### src/rtl/softmax_pkg.sv
// Shared types and sizing helpers for the softmax normalisation datapath.
package softmax_pkg;

    typedef enum logic [2:0] {
        StIdle,
        StLoad,
        StWaitSum,
        StDivide,
        StOutput,
        StDone
    } div_state_e;

    localparam int unsigned DefaultDataSize     = 32;
    localparam int unsigned DefaultNumberOfData = 10;
    localparam int unsigned DefaultFracBits     = 16;
    localparam int unsigned MaxDataSize         = 64;

    function automatic int unsigned ptr_width(input int unsigned n);
        return (n > 1) ? int'($clog2(n)) : 1;
    endfunction

    function automatic int unsigned cnt_width(input int unsigned ds, input int unsigned fb);
        return int'($clog2(ds + fb + 1));
    endfunction

    localparam int unsigned PtrWidth = ptr_width(DefaultNumberOfData);
    localparam int unsigned CntWidth = cnt_width(DefaultDataSize, DefaultFracBits);

    // Sliced down to data_size bits wherever a saturated result is produced.
    localparam logic [MaxDataSize-1:0] SatAllOnes = '1;

endpackage

### src/rtl/divider_block_if.sv
// Stream/handshake bundle between the exponent accumulator, divider_block and its consumer.
interface divider_block_if #(
    parameter int unsigned data_size = 32
);
    logic [data_size-1:0] divider_data_i;
    logic                 divider_data_valid_i;
    logic [data_size-1:0] sum_i;
    logic                 sum_valid_i;
    logic                 divider_data_ready_i;
    logic [data_size-1:0] divider_data_o;
    logic                 divider_data_valid_o;
    logic                 divider_busy_o;
    logic                 divider_done_o;

    modport slave (
        input  divider_data_i,
        input  divider_data_valid_i,
        input  sum_i,
        input  sum_valid_i,
        input  divider_data_ready_i,
        output divider_data_o,
        output divider_data_valid_o,
        output divider_busy_o,
        output divider_done_o
    );

    modport master (
        output divider_data_i,
        output divider_data_valid_i,
        output sum_i,
        output sum_valid_i,
        output divider_data_ready_i,
        input  divider_data_o,
        input  divider_data_valid_o,
        input  divider_busy_o,
        input  divider_done_o
    );

endinterface

### src/rtl/serial_divider.sv
// Bit-serial restoring divider: (exp << frac_bits) / divisor, saturating at all ones.
// DIVIDER_ROUND_EN adds one iteration and rounds the quotient half-up.
module serial_divider
    import softmax_pkg::*;
#(
    parameter int unsigned data_size = DefaultDataSize,
    parameter int unsigned frac_bits = DefaultFracBits
) (
    input  logic                 clock_i,
    input  logic                 reset_i,
    input  logic                 start_i,
    input  logic [data_size-1:0] exp_i,
    input  logic [data_size-1:0] divisor_i,
    output logic                 done_o,
    output logic [data_size-1:0] result_o
);

`ifdef DIVIDER_ROUND_EN
    localparam int unsigned RoundBits = 1;
`else
    localparam int unsigned RoundBits = 0;
`endif
    localparam int unsigned QuotWidth = data_size + frac_bits + RoundBits;
    localparam int unsigned CntW      = cnt_width(data_size, frac_bits + RoundBits);

    logic [QuotWidth-1:0] quot_q, quot_next, dividend_init;
    logic [data_size-1:0] rem_q, rem_d, divisor_q;
    logic [data_size:0]   rem_shift;
    logic                 sub_ok, div_zero_q, busy_q;
    logic [CntW-1:0]      cnt_q;

    // Dividend and quotient share one shift register: dividend bits leave at the top
    // while quotient bits enter at the bottom.
    always_comb begin
        dividend_init = '0;
        dividend_init[QuotWidth-1 -: data_size] = exp_i;
        rem_shift = {rem_q, quot_q[QuotWidth-1]};
        sub_ok    = rem_shift >= {1'b0, divisor_q};
        // True difference is below the divisor, so the low bits are exact.
        rem_d     = sub_ok ? (rem_shift[data_size-1:0] - divisor_q) : rem_shift[data_size-1:0];
        quot_next = {quot_q[QuotWidth-2:0], sub_ok};
    end

`ifdef DIVIDER_ROUND_EN
    logic [QuotWidth-2:0] int_part;
    logic [data_size:0]   rounded;

    always_comb begin
        int_part = quot_next[QuotWidth-1:1];
        rounded  = {1'b0, int_part[data_size-1:0]} + {{data_size{1'b0}}, quot_next[0]};
        if (div_zero_q || (|int_part[QuotWidth-2:data_size]) || rounded[data_size]) begin
            result_o = SatAllOnes[data_size-1:0];
        end else begin
            result_o = rounded[data_size-1:0];
        end
    end
`else
    always_comb begin
        if (div_zero_q || (|quot_next[QuotWidth-1:data_size])) begin
            result_o = SatAllOnes[data_size-1:0];
        end else begin
            result_o = quot_next[data_size-1:0];
        end
    end
`endif

    assign done_o = busy_q && (cnt_q == CntW'(1));

    always_ff @(posedge clock_i) begin
        if (reset_i) begin
            busy_q     <= 1'b0;
            cnt_q      <= '0;
            quot_q     <= '0;
            rem_q      <= '0;
            divisor_q  <= '0;
            div_zero_q <= 1'b0;
        end else if (start_i) begin
            busy_q     <= 1'b1;
            cnt_q      <= CntW'(QuotWidth);
            quot_q     <= dividend_init;
            rem_q      <= '0;
            divisor_q  <= divisor_i;
            div_zero_q <= (divisor_i == '0);
        end else if (busy_q) begin
            quot_q <= quot_next;
            rem_q  <= rem_d;
            cnt_q  <= cnt_q - CntW'(1);
            if (cnt_q == CntW'(1)) begin
                busy_q <= 1'b0;
            end
        end
    end

endmodule

### src/rtl/divider_block.sv
// Softmax normalisation: buffers a vector of exponents, latches their sum and emits
// exp/sum quotients in order. Rounding is selected by DIVIDER_ROUND_EN in serial_divider.
module divider_block
    import softmax_pkg::*;
#(
    parameter int unsigned data_size      = DefaultDataSize,
    parameter int unsigned number_of_data = DefaultNumberOfData,
    parameter int unsigned frac_bits      = DefaultFracBits
) (
    input logic            clock_i,
    input logic            reset_i,
    divider_block_if.slave bus
);

    localparam int unsigned     PtrW     = ptr_width(number_of_data);
    localparam logic [PtrW-1:0] LastSlot = PtrW'(number_of_data - 1);

    div_state_e           state_q, state_d;
    logic [PtrW-1:0]      wr_ptr_q, wr_ptr_d, rd_ptr_q, rd_ptr_d;
    logic [data_size-1:0] mem_q [number_of_data];
    logic [data_size-1:0] sum_q, data_q, div_result;
    logic                 sum_latched_q, mem_we, div_start, div_done;

    always_comb begin
        state_d   = state_q;
        wr_ptr_d  = wr_ptr_q;
        rd_ptr_d  = rd_ptr_q;
        mem_we    = 1'b0;
        div_start = 1'b0;
        unique case (state_q)
            // IDLE and LOAD share the write path; IDLE always starts at slot 0.
            StIdle, StLoad: begin
                if (bus.divider_data_valid_i) begin
                    mem_we = 1'b1;
                    if (wr_ptr_q == LastSlot) begin
                        if (sum_latched_q) begin
                            state_d   = StDivide;
                            div_start = 1'b1;
                        end else begin
                            state_d = StWaitSum;
                        end
                    end else begin
                        wr_ptr_d = wr_ptr_q + PtrW'(1);
                        state_d  = StLoad;
                    end
                end
            end
            StWaitSum: begin
                if (sum_latched_q) begin
                    state_d   = StDivide;
                    div_start = 1'b1;
                end
            end
            StDivide: begin
                if (div_done) begin
                    state_d = StOutput;
                end
            end
            StOutput: begin
                if (bus.divider_data_ready_i) begin
                    rd_ptr_d = rd_ptr_q + PtrW'(1);
                    if (rd_ptr_q == LastSlot) begin
                        state_d = StDone;
                    end else begin
                        state_d   = StDivide;
                        div_start = 1'b1;
                    end
                end
            end
            StDone: begin
                wr_ptr_d = '0;
                rd_ptr_d = '0;
                state_d  = StIdle;
            end
            default: state_d = StIdle;
        endcase
    end

    always_ff @(posedge clock_i) begin
        if (reset_i) begin
            state_q       <= StIdle;
            wr_ptr_q      <= '0;
            rd_ptr_q      <= '0;
            sum_latched_q <= 1'b0;
            sum_q         <= '0;
            data_q        <= '0;
        end else begin
            state_q  <= state_d;
            wr_ptr_q <= wr_ptr_d;
            rd_ptr_q <= rd_ptr_d;
            if (state_q == StDone) begin
                sum_latched_q <= 1'b0;
            end else if ((state_q == StLoad || state_q == StWaitSum) &&
                         bus.sum_valid_i && !sum_latched_q) begin
                sum_q         <= bus.sum_i;
                sum_latched_q <= 1'b1;
            end
            if (state_q == StDivide && div_done) begin
                data_q <= div_result;
            end
        end
    end

    // Vector storage is deliberately left out of reset.
    always_ff @(posedge clock_i) begin
        if (mem_we) begin
            mem_q[wr_ptr_q] <= bus.divider_data_i;
        end
    end

    // Operand is selected with the next read pointer so a division can start on the handshake.
    serial_divider #(
        .data_size (data_size),
        .frac_bits (frac_bits)
    ) u_serial_divider (
        .clock_i   (clock_i),
        .reset_i   (reset_i),
        .start_i   (div_start),
        .exp_i     (mem_q[rd_ptr_d]),
        .divisor_i (sum_q),
        .done_o    (div_done),
        .result_o  (div_result)
    );

    assign bus.divider_data_o       = data_q;
    assign bus.divider_data_valid_o = (state_q == StOutput);
    assign bus.divider_busy_o       = (state_q != StIdle);
    assign bus.divider_done_o       = (state_q == StDone);

endmodule

### src/flat_wrapper.sv
// flat-port wrapper written by rule: the top's interface ports become plain ports
module divider_block_flat import softmax_pkg::*;
#(
    parameter int unsigned data_size      = DefaultDataSize,
    parameter int unsigned number_of_data = DefaultNumberOfData,
    parameter int unsigned frac_bits      = DefaultFracBits
)
  (clock_i, reset_i, bus_divider_data_i, bus_divider_data_valid_i, bus_sum_i, bus_sum_valid_i, bus_divider_data_ready_i, bus_divider_data_o, bus_divider_data_valid_o, bus_divider_busy_o, bus_divider_done_o);
  divider_block_if #(.data_size(data_size)) bus_i ();
  input logic clock_i;
  input logic reset_i;
  input wire logic [$bits(bus_i.divider_data_i)-1:0] bus_divider_data_i;
  input wire logic [$bits(bus_i.divider_data_valid_i)-1:0] bus_divider_data_valid_i;
  input wire logic [$bits(bus_i.sum_i)-1:0] bus_sum_i;
  input wire logic [$bits(bus_i.sum_valid_i)-1:0] bus_sum_valid_i;
  input wire logic [$bits(bus_i.divider_data_ready_i)-1:0] bus_divider_data_ready_i;
  output wire logic [$bits(bus_i.divider_data_o)-1:0] bus_divider_data_o;
  output wire logic [$bits(bus_i.divider_data_valid_o)-1:0] bus_divider_data_valid_o;
  output wire logic [$bits(bus_i.divider_busy_o)-1:0] bus_divider_busy_o;
  output wire logic [$bits(bus_i.divider_done_o)-1:0] bus_divider_done_o;
  assign bus_i.divider_data_i = bus_divider_data_i;
  assign bus_i.divider_data_valid_i = bus_divider_data_valid_i;
  assign bus_i.sum_i = bus_sum_i;
  assign bus_i.sum_valid_i = bus_sum_valid_i;
  assign bus_i.divider_data_ready_i = bus_divider_data_ready_i;
  assign bus_divider_data_o = bus_i.divider_data_o;
  assign bus_divider_data_valid_o = bus_i.divider_data_valid_o;
  assign bus_divider_busy_o = bus_i.divider_busy_o;
  assign bus_divider_done_o = bus_i.divider_done_o;
  divider_block #(.data_size(data_size), .number_of_data(number_of_data), .frac_bits(frac_bits)) u_core (.clock_i(clock_i), .reset_i(reset_i), .bus(bus_i));
endmodule
### config.mk
export PLATFORM = sky130hd
export DESIGN_NAME = divider_block_flat
export DESIGN_NICKNAME = d
export VERILOG_FILES = /design/src/rtl/softmax_pkg.sv /design/src/rtl/divider_block_if.sv /design/src/rtl/serial_divider.sv /design/src/rtl/divider_block.sv /design/src/flat_wrapper.sv
export SDC_FILE = /design/constraint.sdc
export NUM_CORES = 1
export LEC_CHECK = 0
export CAP_MARGIN = 20
export CORE_ASPECT_RATIO = 2
export CORE_MARGIN = 2
export CORE_UTILIZATION = 41
export CTS_CLUSTER_SIZE = 25
export DETAILED_ROUTE_END_ITERATION = 6
export GPL_TIMING_DRIVEN = 1
export HOLD_SLACK_MARGIN = 0.03
export PLACE_DENSITY = 0.66
export RECOVER_POWER = 25
export SYNTH_ARGS = -nofsm -noshare
export SYNTH_HDL_FRONTEND = slang
export SYNTH_SLANG_ARGS = --single-unit
### constraint.sdc
create_clock -name clock_i -period 10.5 [get_ports clock_i]
set_input_delay 1.05 -clock clock_i [delete_from_list [all_inputs] [get_ports clock_i]]
set_output_delay 1.05 -clock clock_i [all_outputs]
set_load 0.01 [all_outputs]
==> results.py <==
metrics = {
    "global_routing": {
        "grt_util_all_layers_pct": 20.4,
        "gr-total-overflow": 0,
        "grt_pass1_vias": 16000,
        "antenna_found_initial": 9,
        "grt_max_degree": 81,
        "grt_pass1_wl_um": 87700,
    },
    "setup_path": {
        "cp.required_ns": 11.00,
        "cp.arrival_ns": 4.57,
        "crit_path_end_kind": "register",
        "start_kind": "input pin",
        "cpPeakStageDelay_ns": 0.62,
        "ff2ff_setup_slack_ns": 6.79,
        "path_cells": "clkdlybuf4s50_1 > nand2_1 > nor2_4 > buf_4 > o21bai_1 > a32o_1 > buf_4 > nand2b_1 > buf_4 > nor2_1 > o21ai_0 > o221ai_1",
        "critical-path-top-delay-family": "buffers and inverters",
        "crit_buf_inv": 4,
        "critPathKind": "input pin to register",
        "path_max_fanout": 34,
        "cpMaxStageDelayCell": "nor2_1",
        "crit_top_cell": "buf_4",
    },
    "synth": {
        "yosysTopAreaCell": "edfxtp_1",
        "post_synth_main_area_contributors": "edfxtp_1, dfxtp_1, nand2_1",
        "synth_most_common_cell": "nand2_1",
        "syn_nets": 2197,
        "synth_top_area_share_pct": 43.9,
        "synth_top_family_by_area": "simple AND/OR/NAND/NOR gates",
        "synthArstFlopShare_pct": 0,
        "avgSynthCellArea_um2": 10.5,
        "synth_xor_area_share_pct": 1.44,
        "yosys.area_share.simple_pct": 16.8,
        "synth_cells": 2087,
        "synthDistinctLibCells": 60,
        "synthFlopType": "edfxtp_1",
        "synthMuxAreaShare_pct": 2.75,
        "ys_seq_area_share_pct": 61.8,
        "synth_warnings": 0,
        "synth_seq_cells": 516,
        "synthAdderAreaFrac_pct": 2.38,
        "synth.cell_area_um2": 21900,
        "synth-edff-count": 320,
        "synthTopCellsByCount": "nand2_1, edfxtp_1, dfxtp_1",
        "synth_compound_area_share_pct": 11.5,
    },
    "sta": {
        "fin_skew_ns": 0.0228,
        "fin_crit_sh_pct": 38.7,
        "tns_ns": 0,
        "setup-violations-final": 0,
        "slew-limit-headroom_pct": 29.1,
        "worst_slew_pin_slew_ns": 1.06,
        "slew_violations": 0,
        "layout_setup_ws_ns": 6.43,
        "finalCriticalPeriod_ns": 4.07,
        "fmax_mhz": 246,
        "rsz0062_at_grt": "false",
        "hold_viol_final": 0,
    },
    "placement": {
        "dpl.hpwl_um": 34800,
        "port_buffers": 103,
        "globalplace.congestion": 0.890,
        "pre_cts_ws_ns": 5.82,
    },
    "drt": {
        "antenna_left": 0,
        "num_vias": 15900,
        "first_iter_violations": 952,
        "dr.pass1.iters": 7,
        "wl_um": 56900,
        "vias_per_cell": 5.59,
        "wl_per_cell_um": 20.1,
        "post-route-drc-count": 3,
    },
    "cts": {
        "clk_latency_ns": 0.59,
        "holdBufCountCts": 0,
        "cts_tree": "built",
        "ctsResizeCount": 0,
        "cts_buffers": 46,
        "cts_max_level": 2,
        "postCtsSetupBuffers": 0,
        "cts_num_sinks": 516,
        "cts_buffer_depth": 3,
        "clkTransAtPathRegs_ns": 0.07,
        "cts_root_buf": "clkbuf_16",
    },
    "status": {
        "violations": "design-rule violations",
        "status": "finished with violations",
    },
    "hold_path": {
        "hold_class": "register to register",
    },
    "power": {
        "pwr_density_cell_nw_per_um2": 162,
        "peakVddDrop_mv": 0.128,
        "p_leak_nw": 8.85,
    },
    "floorplan": {
        "rows": 119,
        "coreArea_um2": 52700,
        "io_pins": 104,
        "die_y_um": 331,
        "die_w_um": 167,
        "dieArea_um2": 55400,
        "start_util_pct": 41.6,
    },
    "cells_and_area": {
        "fin_nets": 2240,
        "post_route_cells_drive_above_1_share_pct": 7.61,
        "final_core_util_pct": 47.8,
        "synthToLayoutAreaGrowth_pct": 14.9,
    },
    "flow_run": {
        "drv_cap": 0,
    },
}
per-stage QoR:
step,power (mW),std cells,hold WS (ns),instance area [um2]
4_1_cts,4.13,2832,0.455,25100
5_1_grt,4.20,2836,0.471,25200
3_3_place_gp,2.36,2746,0.442,23500
3_5_place_dp,2.36,2746,0.446,23500
6_report,4.09,2836,0.453,25200
2_1_floorplan,2.29,2087,0.432,21900
worst reg2reg max path, cell delays in order, from the launching register on:
cell and delay (ns):
dfxtp_1 0.69, nand2b_4 0.27, or2_1 0.13, a2bb2oi_1 0.35, o21a_4 0.43, buf_4 0.75
nand2_1 0.22, and3_1 0.20, a311oi_1 0.25, a311oi_1 0.09, o22ai_1 0.23
cell families after synthesis:
| logic type | Yosys count |
|---|---|
| adder cells (fa/ha/maj) | 41 |
| flip-flops | 516 |
| multiplexers | 60 |
| buffers and inverters | 188 |
| XOR/XNOR | 36 |
| AO/OA/AOI/OAI | 383 |
| AND/OR/NAND/NOR | 863 |
final timing paths:
kind / startpoint / endpoint / cells after the start
setup / recovery: bus_divider_data_valid_i / u_core.u_serial_divider.quot_q[38] / 12
hold / removal: u_core.u_serial_divider.divisor_q[16] / u_core.u_serial_divider.divisor_q[16] / 2
setup reg to reg: u_core.state_q[1] / u_core.u_serial_divider.quot_q[27] / 10
hold reg to reg: u_core.u_serial_divider.divisor_q[16] / u_core.u_serial_divider.divisor_q[16] / 2
placed cells by master, fill, tap and decap left out, types with 13 or more instances in the layout:
| cell | count |
|---|---|
| nand2_1 | 522 |
| edfxtp_1 | 320 |
| dfxtp_1 | 195 |
| nor2_1 | 124 |
| a21oi_1 | 114 |
| clkdlybuf4s50_1 | 79 |
| a311oi_1 | 65 |
| o21ai_0 | 64 |
| nand3_1 | 58 |
| mux2i_1 | 57 |
| inv_1 | 50 |
| clkbuf_16 | 47 |
| nor3_1 | 41 |
| and3_1 | 40 |
| ha_1 | 40 |
| buf_4 | 30 |
| a31oi_1 | 25 |
| a31o_2 | 24 |
| o22ai_1 | 24 |
| xnor2_1 | 23 |
| dlygate4sd3_1 | 23 |
| nor4_1 | 14 |
| nand4_1 | 13 |
| xor2_1 | 13 |
power by group:
part | switching, mW | leakage [nW] | internal [mW]
registers | 0.0131 | 4.48 | 2.18
logic | 0.0758 | 3.59 | 0.0447
clock network | 0.797 | 0.778 | 0.975
total | 0.886 | 8.85 | 3.20
layer usage:
| metal | global-route usage, % | vias to the layer above | part of all wire, % |
|---|---|---|---|
| li1 | - | 7523 | - |
| met1 | 20.1 | 7690 | 34 |
| met2 | 39.5 | 472 | 55 |
| met3 | 2.77 | 172 | 4.7 |
| met4 | 13.2 | 10 | 6.5 |
| met5 | 0 | - | 0.10 |
flip-flops by register name, indices dropped and copies added, names as in the netlist:
register / count
u_core.mem_q: 320
u_core.u_serial_divider.quot_q: 48
u_core.bus.divider_data_o: 32
u_core.sum_q: 32
u_core.u_serial_divider.divisor_q: 32
u_core.u_serial_divider.rem_q: 32
u_core.u_serial_divider.cnt_q: 6
u_core.rd_ptr_q: 4
u_core.wr_ptr_q: 4
u_core.state_q: 3
u_core.sum_latched_q: 1
u_core.u_serial_divider.busy_q: 1
u_core.u_serial_divider.div_zero_q: 1
area by class of cell:
| type | count | area (um2) |
|---|---|---|
| diodes | 3 | 7.51 |
| repair buffers | 133 | 1270 |
| well taps | 665 | 832 |
| clock inverters | 30 | 358 |
| inverters | 50 | 188 |
| multi-input cells | 1383 | 7720 |
| fillers | 4813 | 27500 |
| clock buffers | 56 | 1250 |
| flip-flops and latches | 516 | 13500 |
Note: power is estimated with default switching activity, not from simulation.
